==> src/rtl/suma_ctrl.sv <==
// Keypad sequencer for the 3-digit BCD adder: operand entry, result latch, display select.
// Optional chained addition from SHOW is enabled by defining SUMA_CTRL_ACCUM_EN.
module suma_ctrl (
  input  logic        clk,
  input  logic        rst,
  input  logic        key_valid,
  input  logic [3:0]  key_code,
  output logic [11:0] op_a,
  output logic [11:0] op_b,
  input  logic [15:0] sum_in,
  output logic [15:0] disp,
  output logic [1:0]  state,
  output logic        done,
  output logic        carry
);

  typedef enum logic [1:0] {
    ENTER_A = 2'd0,
    ENTER_B = 2'd1,
    CALC    = 2'd2,
    SHOW    = 2'd3
  } state_e;

  state_e      state_q, state_d;
  logic [11:0] op_a_q, op_a_d;
  logic [11:0] op_b_q, op_b_d;
  logic [1:0]  cnt_a_q, cnt_a_d;
  logic [1:0]  cnt_b_q, cnt_b_d;
  logic [15:0] result_q, result_d;
  logic        carry_q, carry_d;
  logic        done_q, done_d;

  logic is_digit, is_plus, is_eq, is_clr;

  assign is_digit = key_valid && (key_code <= 4'd9);
  assign is_plus  = key_valid && (key_code == 4'hA);
  assign is_eq    = key_valid && (key_code == 4'hB);
  assign is_clr   = key_valid && (key_code == 4'hC);

  always_comb begin
    state_d  = state_q;
    op_a_d   = op_a_q;
    op_b_d   = op_b_q;
    cnt_a_d  = cnt_a_q;
    cnt_b_d  = cnt_b_q;
    result_d = result_q;
    carry_d  = carry_q;
    done_d   = 1'b0;

    case (state_q)
      ENTER_A: begin
        if (is_digit && cnt_a_q != 2'd3) begin
          op_a_d  = {op_a_q[7:0], key_code};
          cnt_a_d = cnt_a_q + 2'd1;
        end else if (is_plus) begin
          op_b_d  = 12'h000;
          cnt_b_d = 2'd0;
          state_d = ENTER_B;
        end
      end
      ENTER_B: begin
        if (is_digit && cnt_b_q != 2'd3) begin
          op_b_d  = {op_b_q[7:0], key_code};
          cnt_b_d = cnt_b_q + 2'd1;
        end else if (is_eq) begin
          state_d = CALC;
        end
      end
      CALC: begin
        // Operands have been stable since entering CALC, so sum_in is settled here.
        result_d = sum_in;
        carry_d  = (sum_in[15:12] != 4'h0);
        done_d   = 1'b1;
        state_d  = SHOW;
      end
      SHOW: begin
        if (is_digit) begin
          op_a_d  = {8'h00, key_code};
          cnt_a_d = 2'd1;
          op_b_d  = 12'h000;
          cnt_b_d = 2'd0;
          state_d = ENTER_A;
        end
`ifdef SUMA_CTRL_ACCUM_EN
        else if (is_plus && !carry_q) begin
          op_a_d  = result_q[11:0];
          cnt_a_d = 2'd3;
          op_b_d  = 12'h000;
          cnt_b_d = 2'd0;
          state_d = ENTER_B;
        end
`endif
      end
      default: state_d = ENTER_A;
    endcase

    // Clear overrides everything except the one-cycle CALC step.
    if (is_clr && state_q != CALC) begin
      op_a_d   = 12'h000;
      op_b_d   = 12'h000;
      cnt_a_d  = 2'd0;
      cnt_b_d  = 2'd0;
      result_d = 16'h0000;
      carry_d  = 1'b0;
      state_d  = ENTER_A;
    end
  end

  always_ff @(posedge clk or posedge rst) begin
    if (rst) begin
      state_q  <= ENTER_A;
      op_a_q   <= 12'h000;
      op_b_q   <= 12'h000;
      cnt_a_q  <= 2'd0;
      cnt_b_q  <= 2'd0;
      result_q <= 16'h0000;
      carry_q  <= 1'b0;
      done_q   <= 1'b0;
    end else begin
      state_q  <= state_d;
      op_a_q   <= op_a_d;
      op_b_q   <= op_b_d;
      cnt_a_q  <= cnt_a_d;
      cnt_b_q  <= cnt_b_d;
      result_q <= result_d;
      carry_q  <= carry_d;
      done_q   <= done_d;
    end
  end

  always_comb begin
    case (state_q)
      ENTER_A:      disp = {4'h0, op_a_q};
      ENTER_B,CALC: disp = {4'h0, op_b_q};
      default:      disp = result_q;
    endcase
  end

  assign op_a  = op_a_q;
  assign op_b  = op_b_q;
  assign state = state_q;
  assign done  = done_q;
  assign carry = carry_q;

endmodule

==> config.mk <==
export PLATFORM = sky130hd
export DESIGN_NAME = suma_ctrl
export DESIGN_NICKNAME = d
export VERILOG_FILES = /design/src/rtl/suma_ctrl.sv
export SDC_FILE = /design/constraint.sdc
export NUM_CORES = 1
export LEC_CHECK = 0
export BUFFER_PORTS_ARGS = -buffer_cell sky130_fd_sc_hd__buf_2
export CAP_MARGIN = 20
export CORE_MARGIN = 3
export CORE_UTILIZATION = 52
export DETAILED_ROUTE_END_ITERATION = 8
export HOLD_SLACK_MARGIN = 0.15
export PLACE_DENSITY_LB_ADDON = 0.05
export SYNTH_ARGS = -nofsm -noshare
export SYNTH_HDL_FRONTEND = slang
export SYNTH_SLANG_ARGS = --single-unit
==> constraint.sdc <==
create_clock -name clk -period 2.3 [get_ports clk]
set_input_delay 0.23 -clock clk [delete_from_list [all_inputs] [get_ports clk]]
set_output_delay 0.23 -clock clk [all_outputs]
set_load 0.05 [all_outputs]
# [Word-level counts from Yosys, hierarchy flattened]
# Cells that the tools add are included.
[word_totals] output_inout_bits=44 register_bits=48
[classes] order_cmp=1 addsub=2 reduce_logical=16 eq_ne=16 mux=32
[op_table] op="$mux W12" n=8
[op_table] op="$pmux W12 S3" n=1
[op_table] op="$mux W16" n=2
[op_table] op="$pmux W16 S2" n=1
[op_table] op="$mux W2" n=13
[op_table] op="$pmux W12 S2" n=1
[op_table] op="$ne A3 B3 Y1 const B" n=7
[op_table] op="$eq A4 B4 Y1 const B" n=3
[op_table] op="$reduce_and A5 Y1" n=2
[op_table] op="$pmux W2 S4" n=1
[op_table] op="$reduce_bool A4 Y1" n=2
[op_table] op="$logic_and A1 B1 Y1" n=7
[op_table] op="$ne A2 B2 Y1 const B" n=3
[op_table] op="$pmux W2 S3" n=1
[op_table] op="$add A2 B1 Y2 const B" n=2
[op_table] op="$eq A2 B2 Y1 const B" n=2
[op_table] op="$le A4 B4 Y1 const B" n=1
[op_table] op="$pmux W2 S2" n=1
[op_table] op="$mux W1" n=3
[op_table] op="$reduce_and A3 Y1" n=1
[op_table] op="$reduce_bool A3 Y1" n=1
[op_table] op="$eq A2 B1 Y1 const B" n=1
[op_table] op="$logic_not A2 Y1" n=1
[op_table] op="$reduce_bool A2 Y1" n=1
[op_table] op="$reduce_or A2 Y1" n=1

# [Depth between registers and ports, before layout]
[depth] ltp_word=6 ltp_mapped=8

# [Worst setup path after synthesis]
# Ideal clock, no wire load.
[synth_timing] path_type="register -> output" start="reg state_q[0] (netlist: state[0])" end="out disp[2]" t_required_ps=2070 slack_ps=-658 arrival_time_ps=2728 path_stages_with_launch=7 n_path_buf=2 cell_sequence="dfrtp_1 inv_1 ha_1 clkbuf_1 clkbuf_1 a22oi_1 o21ai_0"
[synth_via] elab_chain_len=3 word_cells_on_any_way=5 cone_classes="eq/ne (2); mux (1); reduce/logical (2)"
[synth_lines] item="start: declaration" line="24" text="state_e state_q, state_d;"
[synth_lines] item="start signal: assignment" line="120" text="state_q <= state_d;"
[synth_lines] item="$eq A2 B1 Y1 / $eq A2 B2 Y1 (equally long branches)" line="132" text="case (state_q)"
[synth_lines] item="$reduce_or A2 Y1" line="132"
[synth_lines] item="$pmux W16 S2 *" line="132"
[synth_lines] item="end: declaration" line="11" text="output logic [15:0] disp,"
# Mark *: on every way between the ends. The rest lies on a longest branch, timed or not.

# [Worst setup path after layout]
[layout_timing] start="reg state_q[0] (netlist: state[0])" end="out disp[9]"
# The elaborated chain is that of the path after synthesis.

==> results.sh <==
export IMPL_synth_edf_count=0
export IMPL_num_antenna_cells=0
export IMPL_synth_area_mm2=0.00241
export IMPL_grt_max_degree=35
export IMPL_ys_seq_area_share_pct=49.9
export IMPL_max_stage_delay_ns=0.44
export IMPL_cts_buffer_depth=2
export IMPL_cts_tree="done"
export IMPL_r2r_start="state[0]"
export IMPL_synthFlopType="dfrtp_1"
export IMPL_wl_per_cell_um=16.4
export IMPL_min_path_type="in2reg"
export IMPL_period_minus_slack_ns=2.12
export IMPL_path_delay_family="buffers and inverters"
export IMPL_maxSlewViolCount=0
export IMPL_worst_pin_slew_ns=0.700
export IMPL_path_clk_slew_ns=0.09
export IMPL_synth_nets=260
export IMPL_boundaryPins=67
export IMPL_grt_pass1_wl_mm=9.23
export IMPL_drcViolationCount=0
export IMPL_drive_gt1_share_pct=37.1
export IMPL_cp_slowest_cell="dfrtp_2"
export IMPL_via_count=2055
export IMPL_worstSetupPathType="reg2out"
export IMPL_clock_fmax_mhz=472
export IMPL_firstDrtPassIters=4
export IMPL_slew_headroom_pct=53.2
export IMPL_ant_nets=0
export IMPL_synthToLayoutAreaGrowth_pct=26.7
export IMPL_critPathLaunch="state[0]"
export IMPL_yosys_register_bits=48
export IMPL_fp_dieArea_mm2=0.00548
export IMPL_postCtsSetupBuffers=0
export IMPL_die_h_um=74.0
export IMPL_hp_start="sum_in[4]"
export IMPL_start_util_pct=54.5
export IMPL_gp_congestion=0.824
export IMPL_power_density_mw_per_mm2=1570
export IMPL_ir_drop_mv=0.715
export IMPL_grt_antenna_before_repair=0
export IMPL_worstSetupStartpointType="register"
export IMPL_yosysUniqueCellTypes=40
export IMPL_chipWidth_um=74.0
export IMPL_grt_pass1_vias=1839
export IMPL_clk_latency_ns=0.30
export IMPL_worst_endpoint_arrival_ns=1.89
export IMPL_cts_root_buf="clkbuf_8"
export IMPL_cts_sink_count=48
export IMPL_hpwl_mm=4.36
export IMPL_routed_wl_mm=5.82
export IMPL_grt_overflow=0
export IMPL_layout_commonest_cell="buf_2"
export IMPL_h_tree_depth=2
export IMPL_critical_path_required_ns=2.07
export IMPL_numCtsBuffers=5
export IMPL_finClkSkew_ns=0.00424
export IMPL_setup_violations_final=0
export IMPL_port_buffer_count=66
export IMPL_drtIter0Drc=66
export IMPL_layout_setup_ws_ns=0.182
export IMPL_fin_nets=331
export IMPL_coreArea_mm2=0.00441
export IMPL_grt_total_usage_pct=21.9
export IMPL_rows=24
export IMPL_fin_crit_sh_pct=92.1
export IMPL_hold_ws_ns=0.158
export IMPL_syn_area_per_cell_um2=10.5
export IMPL_hold_viol=0
export IMPL_endpoint_kind="output pin"
export IMPL_critPathBufInv=3
export IMPL_final_cell_mix="buf_2 (66), dfrtp_1 (46), nand2_1 (28)"
export IMPL_netlist_instances=230
export IMPL_status="finished, final reports clean"
export IMPL_cp_cell_sequence="inv_1 > ha_2 > buf_4 > a22oi_1 > o21ai_4 > buf_2"
export IMPL_async_flop_share_pct=100
export IMPL_post_place_ws_ns=0.241
export IMPL_crit_fanout=10
export IMPL_routed_via_density=5.81
export IMPL_rsz0062_at_grt="no"
export IMPL_leakagePower_uw=0.00150
export IMPL_yosys_warnings=0
export IMPL_maxCapViolations=0
[final cells by class]
| cell class | instances | area (um^2) |
|---|---|---|
| Timing Repair Buffer | 79 | 430 |
| Multi-Input combinational cell | 148 | 1170 |
| Tap cell | 52 | 65.1 |
| Inverter | 19 | 71.3 |
| Clock buffer | 5 | 68.8 |
| Sequential cell | 48 | 1200 |
| Fill cell | 355 | 1370 |
| Clock inverter | 3 | 42.5 |
[worst register-to-register path, cell delays in order, from the launching register on]
cell,delay (ns)
dfrtp_2,0.40
inv_1,0.08
ha_1,0.23
or4_4,0.58
o21a_1,0.26
mux2_4,0.34
[per-stage QoR]
step / power, uW / instance area (um^2) / instances / setup TNS (ns) / utilization [%]
detailed placement: 4180 / 2920 / 344 / 0 / 66.1
CTS: 4790 / 3040 / 353 / 0 / 68.8
floorplan: 3530 / 2510 / 230 / -0.169 / -
global placement: 4140 / 2920 / 344 / 0 / 66.1
finish: 4800 / 3050 / 354 / 0 / 69.1
global route: 5050 / 3050 / 354 / 0 / 69.1
[metal layers]
layer | track usage (%) | up-vias | part of all wire [%]
met5 | 0 | - | 0
met1 | 33.0 | 1006 | 48
li1 | - | 973 | -
met2 | 31.7 | 69 | 45
met3 | 4.46 | 7 | 6.2
met4 | 6.44 | 0 | 0.84
[what timing repair did]
action	4_1_cts	5_1_grt
setup endpoints to repair	0	9
gates resized for setup	0	1
hold endpoints to repair	32	0
hold buffers	1	0
[synthesized netlist by cell type, types with 3 or more instances]
library cell	instances	area share [%]
nand2_1	28	4.4
and2_1	4	1.0
clkbuf_1	11	1.7
and3_1	5	1.3
o21ai_0	13	2.7
o21a_1	3	0.94
nor2_1	5	0.78
mux2_2	5	2.3
a22oi_1	12	3.7
a22o_1	22	8.0
ha_1	7	3.6
nor4b_1	3	1.1
dfrtp_1	48	50
inv_1	19	3.0
o31ai_1	14	4.4
[power breakdown]
group,leakage (uW),internal (uW),switching (uW)
clock,0.0000541,322,281
sequential,0.000622,1160,246
combinational,0.000822,879,1910
total,0.00150,2360,2440
[final timing paths]
kind,end,slack [ns],cells after the start
worst max-delay path,disp[9],0.18,6
worst min-delay path,result_q[4],0.16,2
worst max register to register,op_a[1],0.30,5
worst min register to register,result_q[15],0.50,1
max in group asynchronous,op_a[2],1.13,4
min in group asynchronous,result_q[14],0.58,3
[logic make-up (layout without fill, tap and decap cells)]
family / after synthesis / count (layout) / share of synthesized area, %
adder cells (fa/ha/maj): 7 / 7 / 3.64
AND/OR/NAND/NOR: 58 / 58 / 12.5
AO/OA/AOI/OAI: 75 / 75 / 23.9
multiplexers: 8 / 8 / 4.00
flip-flops: 48 / 48 / 49.9
buffers and inverters: 34 / 106 / 5.98
[registers in the layout, indices dropped and copies added (netlist names)]
signal,count
op_a,12
state,2
cnt_b_q,2
done,1
op_b,12
carry,1
result_q,16
cnt_a_q,2
Note: power is estimated with default switching activity, not from simulation.
